===== src/rtl/conv_rag_pkg.sv =====
// Shared types and helpers for the convolution read address generator.
package conv_rag_pkg;

  typedef enum logic [1:0] {
    RAG_IDLE     = 2'd0,
    RAG_RUN      = 2'd1,
    RAG_ROW_WAIT = 2'd2
  } rag_state_e;

  // Runtime sizes of zero are treated as one.
  function automatic int unsigned clamp_one(input int unsigned v);
    return (v == 0) ? 32'd1 : v;
  endfunction

endpackage


===== src/rtl/conv_rag_tap_counter.sv =====
// Nested channel/tap counter: ch is innermost (0..c-1), then tap (0..k-1).
// Exposes the next-cycle counter values so the parent can register the
// address that belongs to them.
module conv_rag_tap_counter
  import conv_rag_pkg::*;
#(
  parameter int unsigned FILT_W = 8,
  parameter int unsigned CH_W   = 4
) (
  input  logic              clk,
  input  logic              rst,
  input  logic              en,
  input  logic              clr,
  input  logic [FILT_W-1:0] k,
  input  logic [CH_W-1:0]   c,
  output logic [FILT_W-1:0] tap,
  output logic [CH_W-1:0]   ch,
  output logic [FILT_W-1:0] tap_nxt_c,
  output logic [CH_W-1:0]   ch_nxt_c,
  output logic              last_c
);

  // Last element of the window: final tap of the final channel.
  always_comb begin
    last_c = (tap == (k - FILT_W'(1))) && (ch == (c - CH_W'(1)));
  end

  // Next counter values: clear wins over advance.
  always_comb begin
    tap_nxt_c = tap;
    ch_nxt_c  = ch;
    if (clr) begin
      tap_nxt_c = '0;
      ch_nxt_c  = '0;
    end else if (en) begin
      if (ch == (c - CH_W'(1))) begin
        ch_nxt_c = '0;
        if (tap == (k - FILT_W'(1))) begin
          tap_nxt_c = '0;
        end else begin
          tap_nxt_c = tap + FILT_W'(1);
        end
      end else begin
        ch_nxt_c = ch + CH_W'(1);
      end
    end
  end

  // Counter registers.
  always_ff @(posedge clk or posedge rst) begin
    if (rst) begin
      tap <= '0;
      ch  <= '0;
    end else begin
      tap <= tap_nxt_c;
      ch  <= ch_nxt_c;
    end
  end

endmodule


===== src/rtl/conv_read_addr_gen.sv =====
// Sliding-window read address generator over an interleaved multi-channel
// row in a circular input-feature buffer.
// read_addr = offset + tap*D*C + ch (mod 2**ADDR_W), ch innermost.
// Optional feature macro: CONV_RAG_DILATION_EN adds the dilation port and
// tap spacing D; without it D is fixed at 1.
module conv_read_addr_gen
  import conv_rag_pkg::*;
#(
  parameter int unsigned ADDR_W   = 8,
  parameter int unsigned FILT_W   = 8,
  parameter int unsigned STRIDE_W = 3,
  parameter int unsigned CH_W     = 4
`ifdef CONV_RAG_DILATION_EN
  ,
  parameter int unsigned DIL_W    = 3
`endif
) (
  input  logic                clk,
  input  logic                rst,
  input  logic                start,
  input  logic                stop,
  input  logic [ADDR_W-1:0]   row_base,
  input  logic [FILT_W-1:0]   filter_size,
  input  logic [STRIDE_W-1:0] stride,
  input  logic [CH_W-1:0]     num_ch,
`ifdef CONV_RAG_DILATION_EN
  input  logic [DIL_W-1:0]    dilation,
`endif
  input  logic                end_of_row,
  input  logic                next_row,
  input  logic                addr_ready,
  output logic                addr_valid,
  output logic [ADDR_W-1:0]   read_addr,
  output logic                window_done,
  output logic                row_wait
);

  localparam logic [1:0] ST_IDLE     = RAG_IDLE;
  localparam logic [1:0] ST_RUN      = RAG_RUN;
  localparam logic [1:0] ST_ROW_WAIT = RAG_ROW_WAIT;

  logic [1:0]          state,  state_nxt;
  logic [ADDR_W-1:0]   offset, offset_nxt;
  logic [FILT_W-1:0]   k_r,    k_nxt;
  logic [STRIDE_W-1:0] s_r,    s_nxt;
  logic [CH_W-1:0]     c_r,    c_nxt;
`ifdef CONV_RAG_DILATION_EN
  logic [DIL_W-1:0]    d_r,    d_nxt;
`endif
  logic                cnt_en, cnt_clr, done_nxt;
  logic [FILT_W-1:0]   tap,    tap_nxt;
  logic [CH_W-1:0]     ch,     ch_nxt;
  logic                last;
  logic                accept;
  logic [ADDR_W-1:0]   addr_nxt;

  assign accept = addr_valid & addr_ready;

  conv_rag_tap_counter #(
    .FILT_W (FILT_W),
    .CH_W   (CH_W)
  ) u_tap_counter (
    .clk       (clk),
    .rst       (rst),
    .en        (cnt_en),
    .clr       (cnt_clr),
    .k         (k_r),
    .c         (c_r),
    .tap       (tap),
    .ch        (ch),
    .tap_nxt_c (tap_nxt),
    .ch_nxt_c  (ch_nxt),
    .last_c    (last)
  );

  // Next state, config latch and counter control; priority stop > start > next_row > accept.
  always_comb begin
    state_nxt  = state;
    offset_nxt = offset;
    k_nxt      = k_r;
    s_nxt      = s_r;
    c_nxt      = c_r;
`ifdef CONV_RAG_DILATION_EN
    d_nxt      = d_r;
`endif
    cnt_en     = 1'b0;
    cnt_clr    = 1'b0;
    done_nxt   = 1'b0;
    if (stop) begin
      state_nxt = ST_IDLE;
      cnt_clr   = 1'b1;
    end else if (start) begin
      state_nxt  = ST_RUN;
      offset_nxt = row_base;
      k_nxt      = FILT_W'(clamp_one(32'(filter_size)));
      s_nxt      = STRIDE_W'(clamp_one(32'(stride)));
      c_nxt      = CH_W'(clamp_one(32'(num_ch)));
`ifdef CONV_RAG_DILATION_EN
      d_nxt      = DIL_W'(clamp_one(32'(dilation)));
`endif
      cnt_clr    = 1'b1;
    end else if (next_row && (state != ST_IDLE)) begin
      state_nxt  = ST_RUN;
      offset_nxt = row_base;
      cnt_clr    = 1'b1;
    end else if ((state == ST_RUN) && accept) begin
      cnt_en = 1'b1;
      if (last) begin
        done_nxt = 1'b1;
        if (end_of_row) begin
          state_nxt = ST_ROW_WAIT;
        end else begin
          offset_nxt = ADDR_W'(32'(offset) + 32'(s_r) * 32'(c_r));
        end
      end
    end
  end

  // Address of the element the counters will point at next cycle.
`ifdef CONV_RAG_DILATION_EN
  assign addr_nxt = ADDR_W'(32'(offset_nxt) + 32'(tap_nxt) * 32'(d_nxt) * 32'(c_nxt)
                            + 32'(ch_nxt));
`else
  assign addr_nxt = ADDR_W'(32'(offset_nxt) + 32'(tap_nxt) * 32'(c_nxt) + 32'(ch_nxt));
`endif

  // State, config and registered outputs.
  always_ff @(posedge clk or posedge rst) begin
    if (rst) begin
      state       <= ST_IDLE;
      offset      <= '0;
      k_r         <= FILT_W'(1);
      s_r         <= STRIDE_W'(1);
      c_r         <= CH_W'(1);
`ifdef CONV_RAG_DILATION_EN
      d_r         <= DIL_W'(1);
`endif
      addr_valid  <= 1'b0;
      read_addr   <= '0;
      window_done <= 1'b0;
      row_wait    <= 1'b0;
    end else begin
      state       <= state_nxt;
      offset      <= offset_nxt;
      k_r         <= k_nxt;
      s_r         <= s_nxt;
      c_r         <= c_nxt;
`ifdef CONV_RAG_DILATION_EN
      d_r         <= d_nxt;
`endif
      addr_valid  <= (state_nxt == ST_RUN);
      read_addr   <= addr_nxt;
      window_done <= done_nxt;
      row_wait    <= (state_nxt == ST_ROW_WAIT);
    end
  end

endmodule

===== config.mk =====
export PLATFORM = sky130hd
export DESIGN_NAME = conv_read_addr_gen
export DESIGN_NICKNAME = d
export VERILOG_FILES = /design/src/rtl/conv_rag_pkg.sv /design/src/rtl/conv_rag_tap_counter.sv /design/src/rtl/conv_read_addr_gen.sv
export SDC_FILE = /design/constraint.sdc
export NUM_CORES = 1
export LEC_CHECK = 0
export BUFFER_PORTS_ARGS = -buffer_cell sky130_fd_sc_hd__buf_4
export CAP_MARGIN = 0
export CORE_ASPECT_RATIO = 0.6
export CORE_MARGIN = 8
export CORE_UTILIZATION = 56
export CTS_BUF_LIST = sky130_fd_sc_hd__clkbuf_4
export DETAILED_ROUTE_END_ITERATION = 8
export GPL_TIMING_DRIVEN = 0
export PLACE_DENSITY = 0.82
export REMOVE_ABC_BUFFERS = 1
export SKIP_CTS_REPAIR_TIMING = 1
export SLEW_MARGIN = 40
export SYNTH_ARGS = -nofsm -noshare
export SYNTH_HDL_FRONTEND = slang
export SYNTH_HIERARCHICAL = 1
export SYNTH_SLANG_ARGS = --single-unit

===== constraint.sdc =====
create_clock -name clk -period 5.6 [get_ports clk]
set_input_delay 0.84 -clock clk [delete_from_list [all_inputs] [get_ports clk]]
set_output_delay 0.84 -clock clk [all_outputs]
set_load 0.005 [all_outputs]

# Word level (Yosys, flattened, before mapping)
# Cells that the tools add are included.
# word_totals
reg_bits	48
in_bits	30
output_inout_bits	11
wordCells	71
# op_classes
n_addsub	7
mul	2
n_eq_ne	5
mux	36
n_bitwise	2
reduce_logical	8
# op_table
operator	count
$mux 8	11
$mux 4	6
$mux 1	12
$mux 2	6
$add 8x1->8 const B	1
$add 8x4->8	1
$add 8x7->8	1
$add 8x8->8	1
$eq 8x8->1	1
$logic_not 8->1	1
$mul 8x4->8	1
$sub 8x1->8 const B	1
$mul 3x4->7	1
$add 4x1->4 const B	1
$eq 2x1->1 const B	2
$eq 4x4->1	1
$logic_not 4->1	1
$sub 4x1->4 const B	1
$logic_and 1x1->1	3
$logic_not 3->1	1
$mux 3	1
$eq 2x2->1 const B	1
$reduce_and 2->1	1
$reduce_bool 2->1	1
2 further kinds	2

# Depth between registers and ports, before layout
# Gate-level depths: netlist of the first run.
# logic_depth
depth_word	11
depth_mapped	26
ltp_nobuf	25

# Modules after synthesis
# Netlist of the first run, hierarchy kept.
# by_module_without_submodules
mod	n_inst	cells_each	area_per_inst_um2	seq_area_each_um2
conv_read_addr_gen	1	280	2841.5	904.6
conv_rag_tap_counter	1	137	1133.6	300.3

# Worst setup path after synthesis of the first run
# No wires, ideal clock.
# synth_timing
path_kind	input -> register
start	input port stop
end	register read_addr[7]
setup_time_ns	0.080
t_arrival_ns	5.406
t_required_ns	5.520
setup_slack_ns	0.114
stages	19
path_buffers	1
path_cell_list	buf_6 > or3_1 > nor2_1 > inv_1 > nor4_1 > o311ai_0 > nand3_1 > nand2_1 > fa_1 > fa_1 > fa_1 > inv_1 > ha_1 > a21o_1 > a21oi_1 > o21bai_1 > a21oi_1 > xnor2_1 > xnor2_1
# synth_between
word_cells_on_any_way	11
classes_between	2 x add/sub; 1 x mul; 8 x mux
# synth_rtl
item	line	source
start: declaration	conv_read_addr_gen.sv:21	input logic stop,
$mux 1	conv_read_addr_gen.sv:89	if (stop) begin
via cnt_clr	conv_read_addr_gen.sv:50	logic cnt_en, cnt_clr, done_nxt;
$mux 8	conv_rag_tap_counter.sv:32	if (clr) begin
via tap_nxt[2]	conv_read_addr_gen.sv:51	logic [FILT_W-1:0] tap, tap_nxt;
$mul 8x4->8	conv_read_addr_gen.sv:124	assign addr_nxt = ADDR_W'(32'(offset_nxt) + 32'(tap_nxt) * 32'(c_nxt) + 32'(ch_nxt));
$add 8x8->8	conv_read_addr_gen.sv:124	
$add 8x4->8	conv_read_addr_gen.sv:124	
via addr_nxt[7]	conv_read_addr_gen.sv:55	logic [ADDR_W-1:0] addr_nxt;
end signal: assignment	conv_read_addr_gen.sv:152	read_addr <= addr_nxt;
end: declaration	conv_read_addr_gen.sv:33	output logic [ADDR_W-1:0] read_addr,
# The timed path passes the listed nets, and every way through them passes these cells.
# A chain may end at the register's enable or synchronous reset.

# Final worst setup path of the first run
# layout_timing
start	register k_r[0]
end	register read_addr[7]
# layout_between
word_cells_on_any_way	15
classes_between	3 x add/sub; 1 x mul; 1 x eq/ne; 9 x mux; 1 x reduce/logical
# layout_rtl
item	line	source
start: declaration	conv_read_addr_gen.sv:44	logic [FILT_W-1:0] k_r, k_nxt;
start signal: assignment	conv_read_addr_gen.sv:145	k_r <= k_nxt;
$sub 8x1->8	conv_rag_tap_counter.sv:38	if (tap == (k - FILT_W'(1))) begin
$eq 8x8->1	conv_rag_tap_counter.sv:38	
$mux 8	conv_rag_tap_counter.sv:38	
$mux 8	conv_rag_tap_counter.sv:36	if (ch == (c - CH_W'(1))) begin
$mux 8	conv_rag_tap_counter.sv:35	end else if (en) begin
$mux 8	conv_rag_tap_counter.sv:32	
via tap_nxt[3]	conv_read_addr_gen.sv:51	
$mul 8x4->8	conv_read_addr_gen.sv:124	
$add 8x8->8	conv_read_addr_gen.sv:124	
$add 8x4->8	conv_read_addr_gen.sv:124	
via addr_nxt[7]	conv_read_addr_gen.sv:55	
# The timed path passes the listed nets, and every way through them passes these cells.

==> metrics.md, run 1 <==
| Metric | Value |
|---|---|
| Status | complete, but fails checks |
| Failing checks | negative setup slack |
| Die area | 0.0101 mm2 |
| Initial antenna violation count | 1 |
| CORE AREA | 0.00676 mm2 |
| DRC violations left | 0 |
| I/O Pins | 41 |
| Row cnt | 23 |
| R2R Setup Slk | -0.02 ns |
| Die X-Extent | 125 um |
| Worst-Skew Late Latency | 0.39 ns |
| IO Port Bufs | 40 |
| Post-synth top flop | dfrtp_1 |
| Power, Total | 0.00118 W |
| Met1 Use GR | 0.261 |
| Clock Sinks | 48 |
| Yosys cell types | 58 |
| Worst-path clk slew | 0.16 ns |
| Synthesis Warnings | 6 |
| Detailed Route Iter0 Violations | 387 |
| Setup Slack @ Placement | -1.11 ns |
| Via count | 3366 |
| Comb pwr share | 0.458 |
| Post-synth top cells | inv_1, dfrtp_1, nand2_1 |
| HPWL after detailed placement | 7240 um |
| Area grow syn2layout | 22.4% |
| FF+latch count, synth | 48 |
| Max cap viols | 0 |
| CTS tree | done |
| Clock network fraction of total power | 0.182 |
| CTS root buf | clkbuf_4 |
| Vias per inst | 5.97 |
| Vias in the first global route | 3110 |
| CTS buffer count | 5 |
| Minimum clock period | 5.62 ns |
| Worst vdd ir | 0.149 mV |
| Met2 global-route usage | 0.279 |
| GRT Total Usage | 0.185 |
| Clk_skew | 0.0260 ns |
| Avg Cell Area, Syn | 9.53 um2 |
| Largest net degree at the start of global routing | 37 |
| Worst min path class | in -> async |
| EDFF count, synth | 0 |
| Layout cell share with drive strength beyond 1 | 0.294 |
| H-tree depth | 2 |
| Sequential share of power | 0.360 |
| Met3 GRT Util | 0.0429 |
| Initial DRT Pass Iterations | 5 |
| Top-area cell type share of the netlist area | 0.283 |
| Gr busiest metal | met2 |
| Worst-case clock buffer depth | 2 |
| RSZ-0062 raised after global routing | yes |
| Nets | 556 |
| GPL Wtd Cong | 0.911 |
| Worst EP required | 5.85 ns |
| Leakage | 2.24 nW |
| Fin. max-slew vios | 0 |
| First-pass GRT wire length | 15200 um |
| Utilization after layout | 0.720 |
| R2R depth | 21 |
| Pwr Density | 242 mW/mm2 |
| Starting density of the core | 0.588 |
| Antenna-violating nets left | 0 |
| Global-route congestion overflow total | 0 |
| Mapped cell area | 0.00398 mm2 |
| FFs w/ async S/R, synth | 1.00 |
| Detailed Route WL | 10400 um |
| DIE HEIGHT | 81.3 um |
| Sequential fraction of the synthesis area | 0.303 |
| Max Freq | 178 MHz |
| Final worst path period share | 1.00 |
| Most common cell in the netlist | inv_1 |
| Sw frac | 0.377 |
| PnR worst setup slack | -0.0205 ns |
| Critical path startpoint category | flop |
| Reg2reg end | read_addr[7] |
| Internal power | 0.000735 W |
| WS Path Type | reg -> reg |
| Sw power | 0.000445 W |
| Area leader, netlist | dfrtp_1 |
| WL/cell | 18.4 um |
| Worst Path Arrival | 5.87 ns |
| Worst-Margin Slew | 0.690 ns |
| Slew Limit Headroom | 0.538 |
| Setup-failing EPs final | 1 |
| CP Capture Type | flop |
| Reg2reg start | k_r[0] |
| Final hold vios | 0 |
| Main area contributors after synthesis | dfrtp_1, fa_1, ha_1 |
| CP Max Fanout | 9 |
| Synth Instances | 417 |
## stage by stage
step	instances	area [um2]	TNS [ns]	hold WS [ns]
5_1_grt	564	4870	-0.285	0.479
6_report	564	4870	-0.0205	0.472
4_1_cts	543	4410	-1.95	0.476
3_3_place_gp	534	4310	-2.74	0.490
3_5_place_dp	535	4330	-3.39	0.503
2_1_floorplan	407	3900	0	0.472
## kinds of logic (layout without fill, tap and decap cells)
kind of cell,after synthesis,in the layout,share of synthesized area
AOI/OAI and AO/OA,74,74,0.129
xor gates and xnor gates,29,29,0.0727
adders and majority gates,52,52,0.210
buffers and inverters,72,131,0.0765
DFF,48,48,0.303
muxes,15,15,0.0425
other,0,1,0
and+or+nand+nor,127,127,0.166
## sequential cells by signal, summed over array words and instances (netlist names)
name and count:
c_r 4, window_done 1, u_tap_counter/tap 8, s_r 3, read_addr 8, u_tap_counter/ch 4, addr_valid 1, offset 8
row_wait 1, k_r 8, state 2
## worst max path at each step
stage,startpoint,endpoint,slack (ns),depth (start not counted)
3_5_place_dp,stop,read_addr[7],-1.11,19
2_1_floorplan,next_row,read_addr[7],0.05,19
6_report,k_r[0],read_addr[7],-0.02,21
4_1_cts,c_r[0],read_addr[7],-0.85,23
5_1_grt,c_r[0],read_addr[7],-0.15,24
3_3_place_gp,stop,read_addr[7],-0.94,19
## cells in the final DEF (no fill, tap or decap), types with 3 or more instances in the layout
master,count
a21oi_1,17
o311ai_0,8
nor4_4,4
nand3_1,8
nor2b_1,5
or2_2,4
dfstp_2,3
clkbuf_4,5
fa_1,23
inv_1,56
nor3_1,6
xnor2_1,12
mux2i_1,3
mux2_2,11
buf_4,60
xor2_1,11
inv_2,5
and3_1,3
xnor2_2,4
o21ai_0,5
and2_1,20
a21o_1,3
ha_1,22
a21oi_2,3
o22ai_2,3
nor2_1,20
ha_4,4
a22oi_2,4
dfrtp_1,43
o211ai_1,3
o311ai_1,4
nand2_4,3
o21a_1,3
nand2_1,33
## worst max-delay path, stage by stage (launching register included)
cell and delay (ns):
dfstp_2 0.59, inv_1 0.05, ha_1 0.23, xnor2_1 0.21, o211a_1 0.17, o211ai_1 0.25, buf_4 0.27, o311ai_0 0.50
a22oi_2 0.20, buf_4 0.18, and2_1 0.14, fa_1 0.47, inv_1 0.06, fa_1 0.50, fa_1 0.55, inv_1 0.05
ha_1 0.34, a21oi_2 0.19, o21bai_1 0.08, a21oi_1 0.17, xnor2_1 0.16, xnor2_1 0.12
## power groups by stage
stage | Combinational, W | Clock [W] | Sequential, W
5_1_grt | 0.000588 | 0.000234 | 0.000428
2_1_floorplan | 0.000298 | 0 | 0.000421
6_report | 0.000540 | 0.000215 | 0.000424
4_1_cts | 0.000422 | 0.000219 | 0.000422
3_5_place_dp | 0.000419 | 0 | 0.000429
3_3_place_gp | 0.000392 | 0 | 0.000427
## routing by layer
layer / share of wire / wire length, um / vias to the layer above
met3: 0.090 / 928 / 31
li1: - / - / 1524
met2: 0.46 / 4740 / 188
met1: 0.43 / 4500 / 1623
met4: 0.019 / 196 / 0
met5: 0 / 0 / -
## layout make-up
class                   count  area [um2]
flip-flops and latches     48        1210
inverters                  62         234
fillers                   471        1900
diodes                      1        2.50
clock buffers               5        37.5
repair buffers             61         462
multi-input cells         297        2770
clock inverters             3        42.5
well taps                  87         109
(Power assumes the default switching activity.)
==> run 2, diff against run 1 <==
--- a/config.mk
+++ b/config.mk
@@ -8,7 +8,7 @@
 export BUFFER_PORTS_ARGS = -buffer_cell sky130_fd_sc_hd__buf_4
 export CAP_MARGIN = 0
 export CORE_ASPECT_RATIO = 0.6
-export CORE_MARGIN = 8
+export CORE_MARGIN = 2
 export CORE_UTILIZATION = 56
 export CTS_BUF_LIST = sky130_fd_sc_hd__clkbuf_4
 export DETAILED_ROUTE_END_ITERATION = 8
@@ -16,6 +16,7 @@
 export PLACE_DENSITY = 0.82
 export REMOVE_ABC_BUFFERS = 1
 export SKIP_CTS_REPAIR_TIMING = 1
+export SKIP_LAST_GASP = 1
 export SLEW_MARGIN = 40
 export SYNTH_ARGS = -nofsm -noshare
 export SYNTH_HDL_FRONTEND = slang
==> run 2 against run 1 <==
Against the previous run: via count is 2.7% lower; setup slack improved by 0.015 ns; cell count decreased by 1.1%; the run still ends with negative setup slack left; first-iteration DRC count fell by 7.0%; worst hold slack improved by 0.015 ns; critical path depth grew 1; clock skew down 0.0059 ns; global-route usage grew 4.7 points; core utilization decreased by 0.80 points; power rose by 5.0%; die area down 23%.
==> metrics.md, run 2 (synthesis results as in run 1) <==
| Metric | Value |
|---|---|
| WS Path Type | reg -> reg |
| IO Port Bufs | 40 (unchanged) |
| HPWL after detailed placement | 6890 um (-4.9%) |
| Vias per inst | 5.87 (-1.7%) |
| Commonest non-fill, non-tap cells in the layout | inv_1, buf_4, dfrtp_1 |
| Final hold vios | 0 (unchanged) |
| Crit-path max cell delay | 0.61 ns (+0.02 ns) |
| Layout cell share with drive strength beyond 1 | 0.278 (-0.0160) |
| Max Freq | 178 MHz (+0.26%) |
| Final worst path period share | 1.00 (-0.00264) |
| First-pass GRT wire length | 14600 um (-3.9%) |
| Initial DRT Pass Iterations | 5 (unchanged) |
| Largest net degree at the start of global routing | 37 (unchanged) |
| GPL Wtd Cong | 0.908 (-0.24%) |
| R2R depth | 22 (+4.8%) |
| Crit-path most repeated cell | inv_1 |
| CTS tree | done |
| Clock Sinks | 48 (unchanged) |
| Detailed Route WL | 9690 um (-6.5%) |
| Minimum clock period | 5.61 ns (-0.0148 ns) |
| CP Cell Sequence | nand2_2 > fa_1 > inv_1 > fa_1 > inv_1 > fa_2 > nor2b_1 > o21a_1 > o21ai_0 > a32oi_2 > o22ai_2 > ha_1 > inv_1 > fa_1 > fa_1 > inv_1 > ha_4 > inv_1 > o21bai_1 > a21oi_2 > xnor2_2 > xnor2_1 |
| CORE AREA | 0.00676 mm2 (unchanged) |
| Crit. path cell count | 22 (+4.8%) |
| DRC violations left | 0 (unchanged) |
| N_diodes | 0 (-1) |
| Worst Path Arrival | 5.87 ns (about the same) |
| Global-route congestion overflow total | 0 (unchanged) |
| Leakage | 2.19 nW (-2.1%) |
| Clk_skew | 0.0201 ns (-0.00587 ns) |
| Worst-Margin Slew | 0.752 ns (+0.0621 ns) |
| GRT Total Usage | 0.231 (+0.0466) |
| Row cnt | 23 (unchanged) |
| Slew Limit Headroom | 0.498 (-0.0397) |
| Dpl cells | 535 (unchanged) |
| Worst-path clk slew | 0.16 ns (about the same) |
| DIE HEIGHT | 69.3 um (-15%) |
| Worst Path Buf+Inv | 5 (unchanged) |
| Detailed Route Iter0 Violations | 360 (-7.0%) |
| Hold WS | 0.487 ns (+0.0147 ns) |
| Max cap viols | 0 (unchanged) |
| Area grow syn2layout | 21.1% |
| I/O Pins | 41 (unchanged) |
| Antenna-violating nets left | 0 (unchanged) |
| Die area | 0.00781 mm2 (-23%) |
| CP Capture Type | flop |
| Worst EP required | 5.86 ns (about the same) |
| H-tree depth | 2 (unchanged) |
| Fillers | 492 (+4.5%) |
| CTS buffer count | 5 (unchanged) |
| Worst vdd ir | 0.185 mV (+24%) |
| Initial antenna violation count | 0 (-1) |
| Crit path max-delay family | adder cells |
| Status | complete, but fails checks |
| WL/cell | 17.4 um (-5.5%) |
| RSZ-0062 raised after global routing | yes |
| Via count | 3274 (-2.7%) |
| Worst-Skew Late Latency | 0.38 ns (about the same) |
| Critical path startpoint category | flop |
| CP Max Fanout | 5 (-4) |
| Worst min path class | in -> async |
| Final Non-Filler Cells | 558 (-1.1%) |
| Vias in the first global route | 3086 (-0.77%) |
| CTS root buf | clkbuf_4 |
| Commonest non-fill, non-tap cell in the layout | inv_1 |
| Failing checks | negative setup slack |
| Starting density of the core | 0.588 (unchanged) |
| Worst-case clock buffer depth | 2 (unchanged) |
| Fin. max-slew vios | 0 (unchanged) |
| Nets | 551 (-0.90%) |
| Setup-failing EPs final | 1 (unchanged) |
| Pwr Density | 258 mW/mm2 (+6.2%) |
| CP max stage cell | dfstp_2 |
| PnR worst setup slack | -0.00572 ns (+0.0148 ns) |
| Die X-Extent | 113 um (-9.6%) |
==> run 2: cell types whose count changed in the layout (fill, tap and decap cells not counted), sizes merged <==
cell and delta:
buf -5, bufinv +2, clkinv -2, diode -1
==> run 2: worst paths after layout <==
| kind | start | endpoint | slack [ns] |
|---|---|---|---|
| worst max-delay path | s_r[0] | read_addr[7] | -0.006 |
| worst max register to register | s_r[0] | read_addr[7] | -0.006 |
| min in group clk | k_r[0] | k_r[0] | 0.53 |
| max in group asynchronous | rst | c_r[2] | 4.65 |
| worst min-delay path | rst | u_tap_counter/tap[0] | 0.49 |
| worst min register to register | k_r[0] | k_r[0] | 0.53 |
==> run 2: per-layer routing <==
| metal | vias up | part of all wire | track usage |
|---|---|---|---|
| met3 | 17 | 0.062 | 0.0358 |
| met1 | 1601 | 0.47 | 0.357 |
| met5 | - | 0 | 0 |
| met2 | 146 | 0.45 | 0.341 |
| li1 | 1510 | - | - |
| met4 | 0 | 0.015 | 0.0596 |
==> run 2: worst register-to-register path, delay by kind of cell (launching register included) <==
| family | cells | cell delay (ns) |
|---|---|---|
| buf+inv | 5 | 0.30 |
| fa+ha+maj | 7 | 3.01 |
| xor+xnor | 2 | 0.27 |
| flops | 1 | 0.61 |
| compound gates | 6 | 1.06 |
| simple gates | 2 | 0.23 |
==> run 2: final cells by class <==
class / count / area, um2 / area share
multi-input combinational: 297 / 2720 / 0.564
sequential: 48 / 1210 / 0.251
inverter: 62 / 234 / 0.0486
clock inverter: 3 / 90.1 / 0.0187
clock buffer: 5 / 37.5 / 0.00780
timing repair buffer: 56 / 418 / 0.0868
tap: 87 / 109 / 0.0226
==> run 2: stage by stage <==
step | area (um2) | setup slack (ns) | utilization | total power [W] | TNS [ns]
2_1_floorplan | 3900 | 0.0475 | - | 0.000719 | 0
3_3_place_gp | 4310 | -0.920 | 0.638 | 0.000818 | -2.67
3_5_place_dp | 4330 | -1.08 | 0.641 | 0.000844 | -3.38
4_1_cts | 4460 | -0.825 | 0.660 | 0.00115 | -2.03
5_1_grt | 4810 | -0.205 | 0.712 | 0.00131 | -0.271
6_report | 4810 | -0.00572 | 0.712 | 0.00124 | -0.00572
==> run 2: power breakdown <==
group          total [W]  switching (W)  internal, W
sequential      0.000424      0.0000354     0.000389
combinational   0.000511       0.000272     0.000239
clock           0.000304       0.000120     0.000184
total            0.00124       0.000427     0.000812
